## config.mk

```make
export PLATFORM = sky130hd
export DESIGN_NAME = spi_master_arbiter
export DESIGN_NICKNAME = d
export VERILOG_FILES = /design/src/rtl/spi_master_arbiter.sv
export SDC_FILE = /design/constraint.sdc
export NUM_CORES = 1
export LEC_CHECK = 0
export BUFFER_PORTS_ARGS = -buffer_cell sky130_fd_sc_hd__buf_2
export CAP_MARGIN = 20
export CORE_MARGIN = 2
export CORE_UTILIZATION = 46
export DETAILED_ROUTE_END_ITERATION = 10
export PLACE_DENSITY = 0.8
export SLEW_MARGIN = 10
export SYNTH_ARGS = -nofsm -noshare
export SYNTH_HDL_FRONTEND = slang
export SYNTH_SLANG_ARGS = --single-unit
```

## constraint.sdc

```tcl
create_clock -name clk_i -period 1.9 [get_ports clk_i]
set_input_delay 0.095 -clock clk_i [delete_from_list [all_inputs] [get_ports clk_i]]
set_output_delay 0.095 -clock clk_i [all_outputs]
set_load 0.02 [all_outputs]
```

## src/rtl/spi_master_arbiter.sv

```systemverilog
// rtl/spi_master_arbiter.sv - round-robin arbiter sharing one SPI master driver between NUM_REQ requesters
// Optional watchdog abort enabled by defining SPI_ARB_TIMEOUT_EN.
module spi_master_arbiter #(
    parameter int NUM_REQ        = 2,
    parameter int TIMEOUT_CYCLES = 64
) (
    input  logic                   clk_i,
    input  logic                   rst_n_i,
    input  logic [NUM_REQ-1:0]     req_bi,
    input  logic [8*NUM_REQ-1:0]   data_in_bi,
    output logic [NUM_REQ-1:0]     grant_bo,
    output logic [NUM_REQ-1:0]     done_bo,
    output logic [NUM_REQ-1:0]     error_bo,
    output logic [7:0]             data_out_bo,
    output logic                   m_start_o,
    output logic [7:0]             m_data_o,
    input  logic                   m_busy_i,
    input  logic [7:0]             m_data_i
);

    localparam int LW = (NUM_REQ > 1) ? $clog2(NUM_REQ) : 1;
    localparam logic [LW:0] NR = (LW+1)'(NUM_REQ);

    typedef enum logic [1:0] {IDLE, START, XFER, DONE} state_t;

    state_t             state, state_nxt;
    logic [LW-1:0]      last, last_nxt, sel, idx;
    logic [LW:0]        sum;
    logic               found;
    logic [NUM_REQ-1:0] grant, grant_nxt, done, done_nxt;
    logic [7:0]         m_data, m_data_nxt, rx, rx_nxt;
    logic               start, start_nxt;

`ifdef SPI_ARB_TIMEOUT_EN
    localparam int CW = (TIMEOUT_CYCLES > 2) ? $clog2(TIMEOUT_CYCLES) : 1;
    logic [CW-1:0]      cnt, cnt_nxt;
    logic [NUM_REQ-1:0] err, err_nxt;
    logic               timeout_hit;
    assign timeout_hit = (cnt == CW'(TIMEOUT_CYCLES - 1));
`endif

    // Search starts just after the last owner so every requester waits at most NUM_REQ-1 transfers.
    always_comb begin
        sel   = '0;
        found = 1'b0;
        sum   = '0;
        idx   = '0;
        for (int i = 1; i <= NUM_REQ; i++) begin
            sum = {1'b0, last} + (LW+1)'(i);
            if (sum >= NR) begin
                sum = sum - NR;
            end
            idx = sum[LW-1:0];
            if (!found && req_bi[idx]) begin
                found = 1'b1;
                sel   = idx;
            end
        end
    end

    always_comb begin
        state_nxt  = state;
        last_nxt   = last;
        grant_nxt  = grant;
        done_nxt   = done;
        m_data_nxt = m_data;
        rx_nxt     = rx;
        start_nxt  = start;
`ifdef SPI_ARB_TIMEOUT_EN
        cnt_nxt    = cnt;
        err_nxt    = err;
`endif
        case (state)
            IDLE: begin
                if (found) begin
                    grant_nxt  = {{(NUM_REQ-1){1'b0}}, 1'b1} << sel;
                    last_nxt   = sel;
                    m_data_nxt = data_in_bi[{sel, 3'b000} +: 8];
                    start_nxt  = 1'b1;
                    state_nxt  = START;
`ifdef SPI_ARB_TIMEOUT_EN
                    cnt_nxt    = '0;
`endif
                end
            end
            START: begin
`ifdef SPI_ARB_TIMEOUT_EN
                cnt_nxt = cnt + 1'b1;
`endif
                if (m_busy_i) begin
                    start_nxt = 1'b0;
                    state_nxt = XFER;
                end
`ifdef SPI_ARB_TIMEOUT_EN
                else if (timeout_hit) begin
                    start_nxt = 1'b0;
                    err_nxt   = grant;
                    state_nxt = DONE;
                end
`endif
            end
            XFER: begin
`ifdef SPI_ARB_TIMEOUT_EN
                cnt_nxt = cnt + 1'b1;
`endif
                if (!m_busy_i) begin
                    rx_nxt    = m_data_i;
                    done_nxt  = grant;
                    state_nxt = DONE;
                end
`ifdef SPI_ARB_TIMEOUT_EN
                else if (timeout_hit) begin
                    err_nxt   = grant;
                    state_nxt = DONE;
                end
`endif
            end
            DONE: begin
                done_nxt  = '0;
                grant_nxt = '0;
                state_nxt = IDLE;
`ifdef SPI_ARB_TIMEOUT_EN
                err_nxt   = '0;
`endif
            end
            default: state_nxt = IDLE;
        endcase
    end

    always_ff @(posedge clk_i or negedge rst_n_i) begin
        if (!rst_n_i) begin
            state  <= IDLE;
            last   <= LW'(NUM_REQ - 1);
            grant  <= '0;
            done   <= '0;
            m_data <= '0;
            rx     <= '0;
            start  <= 1'b0;
        end else begin
            state  <= state_nxt;
            last   <= last_nxt;
            grant  <= grant_nxt;
            done   <= done_nxt;
            m_data <= m_data_nxt;
            rx     <= rx_nxt;
            start  <= start_nxt;
        end
    end

`ifdef SPI_ARB_TIMEOUT_EN
    always_ff @(posedge clk_i or negedge rst_n_i) begin
        if (!rst_n_i) begin
            cnt <= '0;
            err <= '0;
        end else begin
            cnt <= cnt_nxt;
            err <= err_nxt;
        end
    end
    assign error_bo = err;
`else
    assign error_bo = '0;
`endif

    assign grant_bo    = grant;
    assign done_bo     = done;
    assign data_out_bo = rx;
    assign m_start_o   = start;
    assign m_data_o    = m_data;

endmodule

```

==> out/metrics.yaml <==
status:
  status: "completed"
place:
  post-dp-hpwl_mm: 1.94
  numPlacedInstances: 184
  io_buffer_count: 49
  finalWeightedCongestion: 0.737
clocking:
  clock_tree.buffer_depth: 2
  worst_skew_pair.late_latency_ns: 0.32
  cts_setup_buffers: 0
  worst_setup_hold_path_clk_slew_ns: 0.14
  depth_of_the_cts_h_tree: 1
  cts_num_sinks: 24
  cts.root.buffer_cell: "clkbuf_4"
  tritoncts: "done"
  tritoncts_buffer_count: 3
floorplan:
  row_count: 18
  dieWidth_um: 54.5
  die_area_sq_mm: 0.00297
  io_pins: 52
  initial_utilization_pct: 47.7
  design.core.area_sq_mm: 0.00245
  floorplan.die.height_um: 54.5
worst_setup_path:
  critical_path_class: "reg2reg"
  cp_cell_sequence: "inv_1 -> ha_1 -> nor2b_1 -> buf_4 -> mux2_2"
  worst-path-max-fanout: 8
  cp_data_arrival_time_ns: 1.95
  endpoint_kind: "flip-flop"
  worst_setup_path_start_kind: "flip-flop"
  critPathMaxStageDelay_ns: 0.44
  cp_data_required_time_ns: 2.12
  critical-path-slowest-cell: "dfrtp_1"
synth:
  yosys_warnings: 0
  synth_top_area_share_pct: 49.1
  postSynth.asyncResetShare_pct: 100
  synth-seq-area-share_pct: 51.4
  synth.top_cells.by_area: "dfrtp_1, mux2_2, nand2_1, a31oi_1, ha_1"
  synth_commonest_cells: "dfrtp_1, nand2_1, nor2_1"
  synth_seq_cells: 24
  yosys.cell_types.count: 27
  synth_area_per_cell_sq_um: 10.7
  netlist_area_sq_mm: 0.00117
  yosys.cell_count.top_type: "dfrtp_1"
  synth_instances: 109
  synth_edf_count: 0
  synth_ff_type: "dfrtp_1"
  post-synth-top-area-cell: "dfrtp_1"
cells_and_area:
  utilization_pct: 61.4
  seqCellArea_sq_um: 602
  synthToLayoutAreaGrowth_pct: 28.7
  n_fill_cell: 207
  diodes: 0
  multi_input_comb_area_sq_um: 500
  finish.cell_count_without_fillers: 194
  drive_above_1_share_pct: 43.3
  final_net_count: 198
global_routing:
  vias_in_the_first_global_route: 930
  grt_max_degree: 25
  grt.overflow.total: 0
  global_route.usage.total_pct: 18.5
  grt_pass1_wl_mm: 3.97
  initial_antenna_violation_count: 0
timing:
  worstMarginPinSlew_ns: 0.532
  final_skew_ns: 0.00553
  setup_repair_after_global_routing_missed_its_margin: "no"
  holdWs_ns: 0.00212
  report.final.slew_viol_count: 0
  timing.final.hold_violations: 0
  fmax_mhz: 576
  timing.slew.headroom_pct: 64.5
  setup_tns_ns: 0
  finalWorstPathRequiredPeriod_ns: 1.74
  fin_crit_sh_pct: 91.4
  final-setup-viol-count: 0
power_and_ir_drop:
  static-leakage-power_uw: 0.000742
  power-per-cell-area_mw_per_mm2: 1610
  vdd_drop_max_mv: 0.849
  total_power_uw: 2430
route:
  postRouteWirelength_mm: 2.52
  post_drt_wl_per_cell_um: 13.0
  vias: 1028
  detail_route.iter0.violations: 24
  antenna_left: 0
  post-route-drc-count: 0
  detailedRoute.firstPassIterationCount: 4
  post_drt_via_cell_ratio: 5.30
flow_run:
  maxCapViolations: 0
hold_path:
  hold_path_class: "in2reg"
## timing repair
action | in CTS | in global routing
hold endpoints to repair | 26 | 2
setup endpoints to repair | 0 | 0
hold buffers | 4 | 2
gates resized for setup | 0 | 0
## metrics by stage
| stage | cell area (sq um) | setup slack, ns |
|---|---|---|
| after floorplan | 1170 | 0.325 |
| after global placement | 1410 | 0.271 |
| after detailed placement | 1410 | 0.184 |
| after CTS | 1490 | 0.157 |
| after global routing | 1510 | 0.0183 |
| final | 1510 | 0.164 |
## power by group
part | leakage [uW] | switching, uW | internal (uW)
Sequential | 0.000281 | 146 | 768
Clock | 0.0000210 | 159 | 117
Combinational | 0.000440 | 712 | 532
## sequential cells by signal, summed over array words and instances (netlist names)
name         flops
done_bo          2
last             1
m_start_o        1
grant_bo         2
m_data_o         8
data_out_bo      8
state            2
## cell families (layout without fill, tap and decap cells)
kind of cell / count (synthesis) / after routing / synth area share (%)
adder cells (fa/ha/maj): 4 / 4 / 4.27
AND/OR/NAND/NOR: 36 / 36 / 14.4
flip-flops: 24 / 24 / 51.4
multiplexers: 10 / 10 / 9.83
AO/OA/AOI/OAI: 24 / 24 / 13.6
buffers and inverters: 10 / 64 / 6.20
other: 1 / 2 / 0.320
## cell type report
class                      count  area share [%]
multi-input combinational     76            33.2
tap                           30            2.49
timing repair buffer          57            21.2
inverter                       3           0.747
clock buffer                   4            2.41
sequential                    24            39.9
## cells in the final DEF (no fill, tap or decap), types with 4 or more instances in the layout
master / count
ha_1: 4
buf_2: 49
o21ai_0: 6
dlygate4sd3_1: 6
a31oi_1: 9
mux2_2: 8
dfrtp_1: 23
nor2_1: 10
nand2_1: 17
## metal layers
layer	vias up	part of all wire (%)	GRT usage [%]
li1	478	-	-
met1	503	38	20.6
met2	41	54	34.9
met3	6	5.7	2.73
met4	0	1.4	7.08
met5	-	0	0
## path summary, 6_finish.rpt
kind,start,slack [ns],cells past startpoint,endpoint
setup / recovery,state[0],0.16,5,data_out_bo[7]
hold / removal,m_data_i[0],0.002,2,data_out_bo[0]
setup reg to reg,state[0],0.16,5,data_out_bo[7]
hold reg to reg,data_out_bo[4],0.52,1,data_out_bo[4]
min in group asynchronous,rst_n_i,0.27,2,done_bo[0]
max in group asynchronous,rst_n_i,1.26,2,last
## worst max-delay path: cells and delay by family, from the launching register on
kind	cells	cell delay [ns]
buf+inv	2	0.30
mux	1	0.35
fa+ha+maj	1	0.30
simple gates	1	0.24
flops	1	0.44
Note: power is estimated with default switching activity, not from simulation.
